**config.mk**
```make
export PLATFORM = sky130hd
export DESIGN_NAME = alu_exec_unit
export DESIGN_NICKNAME = d
export VERILOG_FILES = /design/src/rtl/alu_exec_unit.sv
export SDC_FILE = /design/constraint.sdc
export NUM_CORES = 1
export LEC_CHECK = 0
export CELL_PAD_IN_SITES_DETAIL_PLACEMENT = 0
export CELL_PAD_IN_SITES_GLOBAL_PLACEMENT = 1
export CORE_MARGIN = 8
export CORE_UTILIZATION = 42
export DETAILED_ROUTE_END_ITERATION = 6
export PLACE_DENSITY = 0.95
export SLEW_MARGIN = 20
export SYNTH_ARGS = -nofsm -noshare
export SYNTH_HDL_FRONTEND = slang
export SYNTH_SLANG_ARGS = --single-unit
```
**constraint.sdc**
```tcl
create_clock -name clk -period 27 [get_ports clk]
set_clock_uncertainty 0.05 [all_clocks]
set_input_delay 8.1 -clock clk [delete_from_list [all_inputs] [get_ports clk]]
set_output_delay 8.1 -clock clk [all_outputs]
set_load 0.02 [all_outputs]
```
**src/rtl/alu_exec_unit.sv**
```systemverilog
// Execute-stage arithmetic: ALU-control decode, 32-bit ALU with N/Z/V flags,
// PC+4 / branch-target adders, and a registered copy of the last captured flags.
module alu_exec_unit (
  input  logic        clk,
  input  logic        rst_n,
  input  logic [3:0]  aluop,
  input  logic [3:0]  funct,
  input  logic [31:0] a,
  input  logic [31:0] b,
  input  logic [4:0]  shamt,
  input  logic        flag_we,
  input  logic [31:0] pc,
  input  logic [31:0] br_off,
  output logic [2:0]  alu_ctl,
  output logic [31:0] result,
  output logic        zero,
  output logic [2:0]  flags,
  output logic [2:0]  flags_q,
  output logic [31:0] pc_plus4,
  output logic [31:0] br_target
);

  localparam logic [2:0] CTL_AND = 3'b000;
  localparam logic [2:0] CTL_OR  = 3'b001;
  localparam logic [2:0] CTL_ADD = 3'b010;
  localparam logic [2:0] CTL_SLL = 3'b011;
  localparam logic [2:0] CTL_SRL = 3'b100;
  localparam logic [2:0] CTL_NOR = 3'b101;
  localparam logic [2:0] CTL_SUB = 3'b110;
  localparam logic [2:0] CTL_SLT = 3'b111;

  localparam logic [3:0] OP_RTYPE = 4'b0010;

  logic [31:0] sum;
  logic [31:0] diff;
  logic        add_ovf;
  logic        sub_ovf;
  logic        slt_bit;
  logic        v_flag;

  // ALU-control decode; anything not listed falls back to ADD
  always_comb begin
    alu_ctl = CTL_ADD;
    case (aluop)
      4'b0000: alu_ctl = CTL_ADD;
      4'b0001: alu_ctl = CTL_SUB;
      4'b0011: alu_ctl = CTL_SLL;
      4'b0100: alu_ctl = CTL_SRL;
      4'b0101: alu_ctl = CTL_OR;
      4'b0110: alu_ctl = CTL_AND;
      4'b0111: alu_ctl = CTL_SLT;
      OP_RTYPE: begin
        case (funct)
          4'b0000: alu_ctl = CTL_ADD;
          4'b0010: alu_ctl = CTL_SUB;
          4'b0100: alu_ctl = CTL_AND;
          4'b0101: alu_ctl = CTL_OR;
          4'b0111: alu_ctl = CTL_NOR;
          4'b1010: alu_ctl = CTL_SLT;
          default: alu_ctl = CTL_ADD;
        endcase
      end
      default: alu_ctl = CTL_ADD;
    endcase
  end

  assign sum     = a + b;
  assign diff    = a - b;
  assign add_ovf = (a[31] == b[31]) && (sum[31]  != a[31]);
  assign sub_ovf = (a[31] != b[31]) && (diff[31] != a[31]);
  // Signed less-than from the subtractor, correct even when a - b overflows
  assign slt_bit = diff[31] ^ sub_ovf;

  always_comb begin
    result = sum;
    case (alu_ctl)
      CTL_AND: result = a & b;
      CTL_OR:  result = a | b;
      CTL_ADD: result = sum;
      CTL_SUB: result = diff;
      CTL_SLT: result = {31'd0, slt_bit};
      CTL_SLL: result = b << shamt;
      CTL_SRL: result = b >> shamt;
      CTL_NOR: result = ~(a | b);
      default: result = sum;
    endcase
  end

  always_comb begin
    v_flag = 1'b0;
    case (alu_ctl)
      CTL_ADD: v_flag = add_ovf;
      CTL_SUB: v_flag = sub_ovf;
      default: v_flag = 1'b0;
    endcase
  end

  assign zero  = (result == 32'd0);
  assign flags = {result[31], zero, v_flag};

  // Previous instruction's flags for the branch-and-link logic
  always_ff @(posedge clk or negedge rst_n) begin
    if (!rst_n) begin
      flags_q <= 3'b000;
    end else if (flag_we) begin
      flags_q <= flags;
    end
  end

  assign pc_plus4  = pc + 32'h4;
  assign br_target = pc_plus4 + br_off;

endmodule

```
* After elaboration in Yosys (flattened, before gate mapping) *
Cells that the tools add are included.

storage, ports and cells
  output and inout port bits = 106
  word-level logic and storage cells = 42
  register bits = 3

cells by class
  reduce and logical (&&, ||, !) cells = 4
  shift operators = 2
  mux-type cells = 4
  add/subtract/negate cells = 4
  bitwise gates (word level) = 4
  eq/ne operators = 23

operators with widths
  cell                                                                   number
  32-bit case mux with 8 select lines                                    1
  32-bit adder                                                           2
  32-bit by 3-bit adder with 32-bit output, second input constant        1
  32-bit AND                                                             1
  32-bit logical NOT                                                     1
  32-bit NOT                                                             1
  32-bit OR                                                              1
  32-bit by 5-bit << shifter with 32-bit output                          1
  32-bit by 5-bit >> shifter with 32-bit output                          1
  32-bit subtractor                                                      1
  4-bit by 3-bit equality test with 1-bit output, second input constant  7
  3-bit case mux with 7 select lines                                     1
  3-bit case mux with 5 select lines                                     1
  3-bit equality test, second input constant                             4
  4-bit by 2-bit equality test with 1-bit output, second input constant  3
  3-bit by 2-bit equality test with 1-bit output, second input constant  2
  4-bit by 1-bit equality test with 1-bit output, second input constant  1
  4-bit equality test, second input constant                             1
  3-bit by 1-bit equality test with 1-bit output, second input constant  1
  3-bit logical NOT                                                      1
  1-bit inequality test                                                  3
  1-bit logical AND                                                      2
  1-bit case mux with 2 select lines                                     1
  1-bit equality test                                                    1
  1-bit XOR                                                              1

* Longest topological paths before layout *
Gate-level depths: netlist of the first run.

  depth after elaboration = 6
  gate-level depth with buffers = 23
  gate-level depth less buffers = 21

* Worst setup path after synthesis of the first run *
No wires, ideal clock.

  path type = input -> output
  start = input b[10]
  end = output flags[1]
  path buffers = 1
  arrival time = 13.181 ns
  stages = 22
  setup slack = 5.669 ns
  path through = inv_1 > ha_1 > nor4_1 > nand2b_1 > a211o_1 > a2111oi_0 > o211ai_1 > a311oi_1 > nor2_1 > o21bai_1 > a21oi_1 > fa_1 > a31oi_1 > o21ai_0 > o22a_1 > or3_1 > nor4_2 > nand4_1 > or4_1 > nor4b_2 > and4_1 > buf_4

on the way
  word-level cells in the longest chain between the ends = 6
  elaborated cells on any way between the ends = 12
  those cells by class = 2 x add/sub; 1 x eq/ne; 2 x shift; 1 x mux; 4 x bitwise; 2 x reduce/logical

RTL lines
  what                                     line  RTL
  from (decl)                              9     input logic [31:0] b,
  32-bit subtractor                        68    assign diff = a - b;
  1-bit inequality test                    70    assign sub_ovf = (a[31] != b[31]) && (diff[31] != a[31]);
  1-bit logical AND                        70
  1-bit XOR                                72    assign slt_bit = diff[31] ^ sub_ovf;
  32-bit case mux with 8 select lines (*)  76    case (alu_ctl)
  named net result[0]                      15    output logic [31:0] result,
  32-bit logical NOT (*)                   98    assign zero = (result == 32'd0);
  to (decl)                                17    output logic [2:0] flags,

Mark *: on every way through the listed nets, which the timed path passes. The rest lies on a longest branch.

* Final worst setup path of the first run *
  start = input b[10]
  end = output flags[1]

on the way
  word-level cells in the longest chain between the ends = 6
  elaborated cells on any way between the ends = 12
  those cells by class = 2 x add/sub; 1 x eq/ne; 2 x shift; 1 x mux; 4 x bitwise; 2 x reduce/logical

RTL lines
  what                                     line
  32-bit subtractor                        68
  1-bit inequality test                    70
  1-bit logical AND                        70
  1-bit XOR                                72
  32-bit case mux with 8 select lines (*)  76
  32-bit logical NOT (*)                   98

Mark *: on every way between the ends. The rest lies on a longest branch, timed or not.

==> out/metrics.cfg, run 1 <==
[finish]
fillers=2894
reg_top3=flags_q: 3 flops
area_growth_pct=23.1
multi_input_area_um2=11100
largest_reg_flops=3
top_register=flags_q
drive_above_1_share=0.0729
nets=2206
regArea_um2=75.1

[synth]
synth_edf_count=0
syn_nets=2034
ys_ff_latch=3
ys_warn_count=0
ys.flop_type=dfrtp_1
post_synth_inst_count=1749
ys_types=98
yosysSeqAreaShare=0.00621
syn_area_um2=12100
ys_async_sr_fraction=1.00
syn_avg_cell_area_um2=6.92

[critical_path]
critPathMaxFanout=13
worst_path_most_repeated_cell=clkdlybuf4s50_1
r2r-start=flags_q[0]
worstPathArrival_ns=15.52
r2r_slack_ns=26.19
cp_slowest_stage_delay_ns=0.78
rr_worst_depth=1
path_cells=clkdlybuf4s50_1 -> inv_1 -> ha_1 -> nor4_1 -> nand2b_1 -> a211o_1 -> a2111oi_0 -> buf_4 -> o211ai_1 -> a311oi_1 -> nor2_1 -> o21bai_1 -> a21oi_1 -> fa_1 -> a31oi_1 -> o21ai_0 -> o22a_1 -> or3_1 -> nor4_2 -> nand4_1 -> or4_1 -> nor4b_2 -> and4_1 -> clkdlybuf4s50_1
crit_type=in2out
slowest_stage=clkdlybuf4s50_1
crit_path_start_kind=input pin
crit_required_ns=18.85
r2r_end=flags_q[0]
cp-end-kind=output port

[grt]
grt_pass1_vias=14700
grt.total_usage=0.347
grt_pass1_wl_um=92500
antenna_found_initial=2
grt_max_degree=66
grt-ovfl-total=0

[floorplanning]
rows=62
io_pins=250
initial_core_util=0.424
core-area_um2=28500
die_w_um=186
die-area_um2=34500
die_h_um=186

[sta]
final_hold_viol_count=0
fmax_mhz=42.2
setup_viol=0
period_share=0.877
tns_ns=0
worst_slew_pin_slew_ns=1.12
slew_viol_final=0
finalWorstPathRequiredPeriod_ns=23.67
slew_headroom=0.249
rsz0062_at_grt=no

[placed_design]
gp_congestion=1.03
hpwl_um=49400
io_buffers=249

[clocking]
cts-root-buf=clkbuf_16
post-cts-setup-buffers=0
numCtsBuffers=3
cts_max_level=1
cts_tree=done
cts_hold_buf=0
insertion_delay_ns=0.22
cts_resized=0
cts.sinks=3
clk_pin_slew_ns=0.03
cts_buffer_depth=2

[route]
wirelength_um=62800
routedWlPerCell_um=27.2
via_count=15500
detail-route-antenna-nets=0
vias_per_cell=6.73
drtIter0Drc=2024
drc=1
first_pass_iters=7

[worst_hold_path]
hold_depth=1
hold_path_class=reg2reg
holdCritStartpoint=flags_q[2]
hold_path_end=flags_q[2]

[status]
violations=design-rule violations
status=finished with violations

[power]
p_per_area_nw_per_um2=29.2
ir_drop_mv=0.0222
p_leak_nw=6.17
totalPowerFinal_mw=0.434

[job]
maxCapViolCount=0

==> where the power goes <==
part	total [mW]	switching (mW)	internal, mW
Clock	0.0235	0.00405	0.0195
Sequential	0.00559	0.000399	0.00519
Combinational	0.405	0.242	0.163
Total	0.434	0.246	0.188
==> per-stage QoR <==
stage	setup WS, ns	hold slack (ns)	instance area, um^2	util	cells
2_1_floorplan	5.67	0.560	12100	-	1749
3_3_place_gp	3.71	0.441	14800	0.518	2300
3_5_place_dp	3.50	0.452	14800	0.518	2300
4_1_cts	3.49	0.472	14900	0.521	2304
5_1_grt	2.93	0.491	14900	0.522	2305
6_report	3.33	0.471	14900	0.522	2305
==> metal layers <==
metal  track usage  share of wire
met5             0        0.00027
met4         0.175          0.063
met3        0.0650           0.11
met2         0.549           0.43
met1         0.446           0.39
==> layout by cell type, fill, tap and decap left out, drive strengths merged, types with 8 or more instances in the layout <==
master | netlist | final
mux2 | 31 | 31
ha | 137 | 137
o22ai | 11 | 11
o211ai | 22 | 22
and2 | 8 | 8
nand4 | 11 | 11
a211oi | 35 | 35
a31oi | 29 | 29
o21a | 21 | 21
nand2 | 152 | 152
xnor2 | 65 | 65
nor2 | 178 | 178
a2111oi | 10 | 10
or3 | 15 | 15
inv | 121 | 121
clkdlybuf4s50 | 0 | 245
nor2b | 21 | 21
a21oi | 120 | 120
nand3 | 50 | 50
a32oi | 8 | 8
o21bai | 13 | 13
o21ai | 120 | 120
and3 | 19 | 19
o221ai | 12 | 12
a22oi | 13 | 13
o31ai | 15 | 15
a221oi | 15 | 15
nor3 | 41 | 41
nand2b | 28 | 28
mux2i | 67 | 67
nor4 | 13 | 13
or2 | 13 | 13
buf | 42 | 39
a21o | 22 | 22
mux4 | 36 | 36
xor2 | 17 | 17
==> worst max-delay path by stage <==
stage / cells past startpoint / slack, ns / endpoint / from
detailed placement: 24 / 3.50 / flags[1] / b[10]
global placement: 24 / 3.71 / zero / b[10]
CTS: 24 / 3.49 / flags[1] / b[10]
floorplan: 22 / 5.67 / flags[1] / b[10]
global route: 24 / 2.93 / flags[1] / b[10]
finish: 24 / 3.33 / flags[1] / b[10]
==> final cells by class <==
| cell class | count | area share |
|---|---|---|
| Inverter | 123 | 0.0310 |
| Multi-Input combinational cell | 1506 | 0.742 |
| Timing Repair Buffer | 284 | 0.184 |
| Antenna cell | 1 | 0.000168 |
| Tap cell | 384 | 0.0323 |
| Clock buffer | 4 | 0.00529 |
| Sequential cell | 3 | 0.00504 |
==> synth_stat cells (all sizes together) (10+ instances only) <==
master | number | area, um^2
a2111oi | 10 | 87.6
a211oi | 35 | 263
a21o | 22 | 165
a21oi | 120 | 612
a221oi | 15 | 144
a22oi | 13 | 97.6
a31oi | 29 | 181
and3 | 19 | 119
buf | 42 | 251
clkbuf | 75 | 282
ha | 137 | 1710
inv | 121 | 454
mux2 | 31 | 353
mux2i | 67 | 671
mux4 | 36 | 811
nand2 | 152 | 571
nand2b | 28 | 175
nand3 | 50 | 250
nand4 | 11 | 68.8
nor2 | 178 | 668
nor2b | 21 | 131
nor3 | 41 | 210
nor4 | 13 | 87.6
o211ai | 22 | 165
o21a | 21 | 158
o21ai | 120 | 601
o21bai | 13 | 97.6
o221ai | 12 | 105
o22ai | 11 | 68.8
o31ai | 15 | 126
or2 | 13 | 81.3
or3 | 15 | 93.8
xnor2 | 65 | 569
xor2 | 17 | 149
==> critical path, delay by kind of cell <==
kind | cells | cell delay [ns]
AND/OR/NAND/NOR | 9 | 2.72
buffers and inverters | 4 | 1.78
adder cells (fa/ha/maj) | 2 | 0.91
AO/OA/AOI/OAI | 9 | 1.98
==> kinds of logic after synthesis <==
group / synth area share
and+or+nand+nor: 0.234
adders and majority gates: 0.148
AOI/OAI and AO/OA: 0.319
muxes: 0.152
xor gates and xnor gates: 0.0594
buffers and inverters: 0.0822
DFF: 0.00621
No activity file was read; power rests on OpenSTA's default activity.
==> inputs of run 2 (changes only) <==
--- a/config.mk
+++ b/config.mk
@@ -7,10 +7,11 @@
 export LEC_CHECK = 0
 export CELL_PAD_IN_SITES_DETAIL_PLACEMENT = 0
 export CELL_PAD_IN_SITES_GLOBAL_PLACEMENT = 1
-export CORE_MARGIN = 8
+export CORE_MARGIN = 10
 export CORE_UTILIZATION = 42
 export DETAILED_ROUTE_END_ITERATION = 6
 export PLACE_DENSITY = 0.95
+export RECOVER_POWER = 100
 export SLEW_MARGIN = 20
 export SYNTH_ARGS = -nofsm -noshare
 export SYNTH_HDL_FRONTEND = slang
==> run 2 against run 1 <==
Effect of this change:
- global-route usage shrank 3.0 points
- the flow finishes with violations (design-rule violations, max-capacitance violations, max-slew violations)
- hold slack lost 0.0065 ns
- flip-flop and latch count is the same
- die area grew 4.4%
- critical path type unchanged
- largest cell class unchanged
==> out/metrics.cfg, run 2 (same netlist as run 1, synthesis figures left out) <==
[status]
status=finished with violations
violations=design-rule violations, max-capacitance violations, max-slew violations

[route]
first_pass_iters=7  ; unchanged
wirelength_um=61100  ; -2.6%
vias_per_cell=6.69  ; -0.64%
via_count=15400  ; -0.99%
detail-route-antenna-nets=0  ; unchanged
drtIter0Drc=2240  ; +11%
routedWlPerCell_um=26.6  ; -2.3%
drc=3  ; +2

[critical_path]
cp_slowest_stage_delay_ns=1.77  ; +0.99 ns
rr_worst_depth=1  ; unchanged
cp-end-kind=output port
r2r_end=flags_q[2]
r2r_slack_ns=26.20  ; about the same
critPathMaxFanout=42  ; +29
r2r-start=flags_q[2]
crit_path_start_kind=input pin
slowest_stage=clkbuf_1
crit_type=in2out
cp-startpoint=aluop[0]
worstPathArrival_ns=16.75  ; +1.23 ns
path_cells=dlygate4sd3_1 -> xnor2_1 -> mux2_2 -> a21o_1 -> clkbuf_1 -> clkinv_1 -> clkbuf_1 -> nand2_1 -> nor3b_1 -> o31ai_1 -> o211ai_1 -> nor4_1 -> nand4_1 -> or4_1 -> nor4b_1 -> and4_1 -> dlygate4sd3_1
crit_required_ns=18.85  ; about the same

[power]
p_leak_nw=6.17  ; about the same
ir_drop_mv=0.0222  ; -0.30%
totalPowerFinal_mw=0.422  ; -2.9%
p_per_area_nw_per_um2=28.5  ; -2.4%

[placed_design]
io_buffers=249  ; unchanged
gp_congestion=1.09  ; +5.5%
dpl_cell_area_um2=14700  ; -0.36%
hpwl_um=47900  ; -3.2%

[worst_hold_path]
hold_path_class=reg2reg
hold_path_end=flags_q[0]
holdCritStartpoint=flags_q[0]
hold_depth=1  ; unchanged

[floorplanning]
initial_core_util=0.424  ; unchanged
rows=62  ; unchanged
die-area_um2=36000  ; +4.4%
die_h_um=190  ; +2.2%
io_pins=250  ; unchanged
die_w_um=190  ; +2.2%
core-area_um2=28500  ; unchanged

[finish]
fin_area_um2=14800  ; -0.52%
largest_reg_flops=3  ; unchanged
fin_util=0.519  ; -0.00272
num_antenna_cells=0  ; -1
layout_common_cells=nor2_1, nand2_1, clkdlybuf4s50_1
top_register=flags_q
drive_above_1_share=0.0664  ; -0.00653
fillers=2884  ; -0.35%
mostFrequentLayoutCell=nor2_1
multi_input_area_um2=11000  ; -0.10%
regArea_um2=75.1  ; unchanged
area_growth_pct=22.4
reg_top3=flags_q: 3 flops
nets=2199  ; -0.32%

[sta]
slew_viol_final=73  ; +73
setup_viol=0  ; unchanged
finalWorstPathRequiredPeriod_ns=24.90  ; +1.23 ns
slew_headroom=-0.673  ; -0.922
worst_slew_pin_slew_ns=2.51  ; +1.39 ns
period_share=0.922  ; +0.0455
fmax_mhz=40.2  ; -4.9%
final_hold_viol_count=0  ; unchanged
rsz0062_at_grt=no
tns_ns=0  ; unchanged

[clocking]
cts_max_level=1  ; unchanged
cts_hold_buf=0  ; unchanged
post-cts-setup-buffers=0  ; unchanged
cts-root-buf=clkbuf_16
cts_tree=done
insertion_delay_ns=0.22  ; about the same
cts_resized=0  ; unchanged
cts.sinks=3  ; unchanged
clk_pin_slew_ns=0.03  ; about the same
cts_buffer_depth=2  ; unchanged
numCtsBuffers=3  ; unchanged

[grt]
grt_pass1_wl_um=90600  ; -2.0%
grt.total_usage=0.318  ; -0.0297
antenna_found_initial=2  ; unchanged
grt_max_degree=79  ; +20%
grt-ovfl-total=0  ; unchanged
grt_pass1_vias=14400  ; -1.6%

[job]
maxCapViolCount=2  ; +2

## run 2: cell count changes in the layout (fill, tap and decap cells not counted), sizes merged
cell	change
clkinv	+1
buf	-10
clkdlybuf4s50	-105
dlygate4sd3	+105
clkbuf	+3
diode	-1
inv	-1
## run 2: area by class of cell
| class | count | area share |
|---|---|---|
| multi-input combinational | 1506 | 0.745 |
| timing repair buffer | 277 | 0.181 |
| clock buffer | 4 | 0.00532 |
| tap | 384 | 0.0324 |
| inverter | 123 | 0.0312 |
| sequential | 3 | 0.00507 |
## run 2: metrics by stage
step	hold slack [ns]	cells	setup slack, ns
after global placement	0.438	2293	3.89
final	0.464	2297	2.10
after floorplan	0.560	1749	5.67
after global routing	0.480	2297	1.89
after CTS	0.463	2297	3.70
after detailed placement	0.458	2293	3.72
## run 2: metal layers
metal  part of all wire  wire (um)  vias to the layer above  global-route usage
li1                   -          -                     6840                   -
met5            0.00041         25                        -                   0
met1               0.39      23800                     7186               0.409
met4              0.054       3310                        4               0.143
met2               0.44      26700                     1138               0.501
met3               0.12       7260                      198              0.0655
## run 2: worst max path at each step
stage | to | cells past startpoint
after floorplan | flags[1] | 22
after global placement | zero | 24
after detailed placement | flags[1] | 24
after CTS | flags[1] | 24
after global routing | zero | 17
final | flags[1] | 17
## run 2: worst max-delay path: cells and delay by family
kind / cells / cell delay [ns]
xor+xnor: 1 / 0.18
buf+inv: 5 / 4.43
simple gates: 7 / 2.84
mux: 1 / 0.22
compound gates: 3 / 0.97
## run 2: power breakdown
part / switching (mW) / leakage [nW] / internal (mW)
Combinational: 0.239 / 6.09 / 0.153
Sequential: 0.000357 / 0.0386 / 0.00520
Clock: 0.00400 / 0.0382 / 0.0195
Total: 0.243 / 6.17 / 0.178
==> inputs of run 3 (changes only) <==
--- a/config.mk
+++ b/config.mk
@@ -5,6 +5,7 @@
 export SDC_FILE = /design/constraint.sdc
 export NUM_CORES = 1
 export LEC_CHECK = 0
+export ABC_CLOCK_PERIOD_IN_PS = 31900
 export CELL_PAD_IN_SITES_DETAIL_PLACEMENT = 0
 export CELL_PAD_IN_SITES_GLOBAL_PLACEMENT = 1
 export CORE_MARGIN = 10
==> constraint.sdc (replaced) <==
create_clock -name clk -period 31.9 [get_ports clk]
set_clock_uncertainty 0.05 [all_clocks]
set_input_delay 9.57 -clock clk [delete_from_list [all_inputs] [get_ports clk]]
set_output_delay 9.57 -clock clk [all_outputs]
set_load 0.02 [all_outputs]
==> run 3 against run 2 <==
Effect of this change:
- the flow finishes with violations (max-capacitance violations, max-slew violations)
- register-to-register slack gained 4.9 ns
- first-iteration DRC count down 7.2%
- sequential power is 15% lower
- die area is the same
- via count up 0.98%
- largest cell class unchanged
- critical path type unchanged
- global-route usage rose by 2.3 points
- count of clock-buffer cells in the layout unchanged
- non-clock buffer count up 9
- total power is 14% lower
==> out/metrics.cfg, run 3 (same netlist as run 1, synthesis figures left out) <==
[status]
status=finished with violations
violations=max-capacitance violations, max-slew violations

[finish]
drive_above_1_share=0.0708  ; +0.00437
fin_util=0.521  ; +0.00254
nets=2208  ; +0.41%
top_register=flags_q
layout_common_cells=nor2_1, nand2_1, clkdlybuf4s50_1
reg_top3=flags_q: 3 flops
mostFrequentLayoutCell=nor2_1
area_growth_pct=23.0
largest_reg_flops=3  ; unchanged

[critical_path]
worstPathArrival_ns=17.97  ; +1.22 ns
path_cells=dlygate4sd3_1 -> xnor2_1 -> mux2_2 -> a21o_1 -> clkbuf_1 -> clkinv_1 -> clkbuf_1 -> nand2_1 -> nor3b_1 -> o31ai_1 -> o211ai_1 -> nor4_1 -> nand4_1 -> or4_1 -> nor4b_1 -> and4_1 -> dlygate4sd3_1
critPathMaxFanout=42  ; unchanged
crit_required_ns=22.28  ; +3.43 ns
cp_slowest_stage_delay_ns=1.81  ; +0.04 ns
cp-end-kind=output port
crit_type=in2out
crit_path_start_kind=input pin
slowest_stage=clkbuf_1

[clocking]
post-cts-setup-buffers=0  ; unchanged
clk_pin_slew_ns=0.03  ; about the same
cts_buffer_depth=2  ; unchanged
cts_hold_buf=0  ; unchanged
cts-root-buf=clkbuf_16
numCtsBuffers=3  ; unchanged
cts_tree=done
insertion_delay_ns=0.22  ; about the same
cts_resized=0  ; unchanged
cts_max_level=1  ; unchanged
cts.sinks=3  ; unchanged

[floorplanning]
die-area_um2=36000  ; unchanged
initial_core_util=0.424  ; unchanged
die_h_um=190  ; unchanged
rows=62  ; unchanged
io_pins=250  ; unchanged
die_w_um=190  ; unchanged
core-area_um2=28500  ; unchanged

[sta]
slew_headroom=-0.718  ; -0.0452
fmax_mhz=36.2
tns_ns=0  ; unchanged
slew_viol_final=73  ; unchanged
setup_viol=0  ; unchanged
rsz0062_at_grt=no
final_hold_viol_count=0  ; unchanged
worst_slew_pin_slew_ns=2.58  ; +0.0678 ns
period_share=0.865
finalWorstPathRequiredPeriod_ns=27.59

[job]
maxCapViolCount=2  ; unchanged

[grt]
antenna_found_initial=2  ; unchanged
grt_max_degree=73  ; -7.6%
grt_pass1_vias=14800  ; +2.4%
grt_pass1_wl_um=95700  ; +5.6%
grt.total_usage=0.341  ; +0.0233
grt-ovfl-total=0  ; unchanged

[power]
ir_drop_mv=0.0184  ; -17%
totalPowerFinal_mw=0.361  ; -14%
p_leak_nw=6.21  ; +0.71%
p_per_area_nw_per_um2=24.3  ; -15%

[route]
vias_per_cell=6.72  ; +0.50%
routedWlPerCell_um=28.3  ; +6.4%
detail-route-antenna-nets=0  ; unchanged
drtIter0Drc=2078  ; -7.2%
via_count=15500  ; +0.98%
wirelength_um=65400  ; +6.9%
drc=0  ; -3
first_pass_iters=7  ; unchanged

[placed_design]
gp_congestion=1.04  ; -4.9%
io_buffers=249  ; unchanged
hpwl_um=51800  ; +8.3%

[worst_hold_path]
hold_path_class=reg2reg

[run 3: report_power, final]
group | total (mW) | leakage, nW | switching (mW) | internal, mW
sequential | 0.00469 | 0.0386 | 0.000299 | 0.00440
combinational | 0.337 | 6.13 | 0.206 | 0.131
clock | 0.0199 | 0.0382 | 0.00344 | 0.0165
total | 0.361 | 6.21 | 0.210 | 0.152
[run 3: path summary, 6_finish.rpt]
check | from | end | slack (ns) | cells past startpoint
max | aluop[0] | flags[1] | 4.31 | 17
min | flags_q[0] | flags_q[0] | 0.46 | 1
max reg2reg | flags_q[2] | flags_q[2] | 31.09 | 1
min reg2reg | flags_q[0] | flags_q[0] | 0.46 | 1
max in group asynchronous | rst_n | flags_q[0] | 22.07 | 1
min in group asynchronous | rst_n | flags_q[1] | 9.56 | 1
[run 3: stage by stage]
stage	setup slack [ns]	hold slack (ns)	std cells	cell area, um^2
after floorplan	7.63	0.560	1749	12100
after global placement	5.72	0.441	2302	14800
after detailed placement	5.57	0.454	2302	14800
after CTS	5.54	0.467	2306	14900
after global routing	4.20	0.469	2307	14900
final	4.31	0.459	2308	14900
[run 3: area by class of cell]
type / count / area (um^2)
Antenna cell: 2 / 5.00
Clock buffer: 4 / 78.8
Fill cell: 2879 / 13700
Inverter: 123 / 462
Multi-Input combinational cell: 1506 / 11000
Sequential cell: 3 / 75.1
Tap cell: 384 / 480
Timing Repair Buffer: 286 / 2740
[run 3: critical path, delay by kind of cell]
kind	cells	cell delay (ns)
buf+inv	5	4.50
simple gates	7	2.74
compound gates	3	0.68
xor+xnor	1	0.18
mux	1	0.22
[run 3: metal layers]
layer	share of wire	global-route usage
met5	0	0
met2	0.44	0.545
met4	0.058	0.163
met3	0.11	0.0590
met1	0.39	0.436
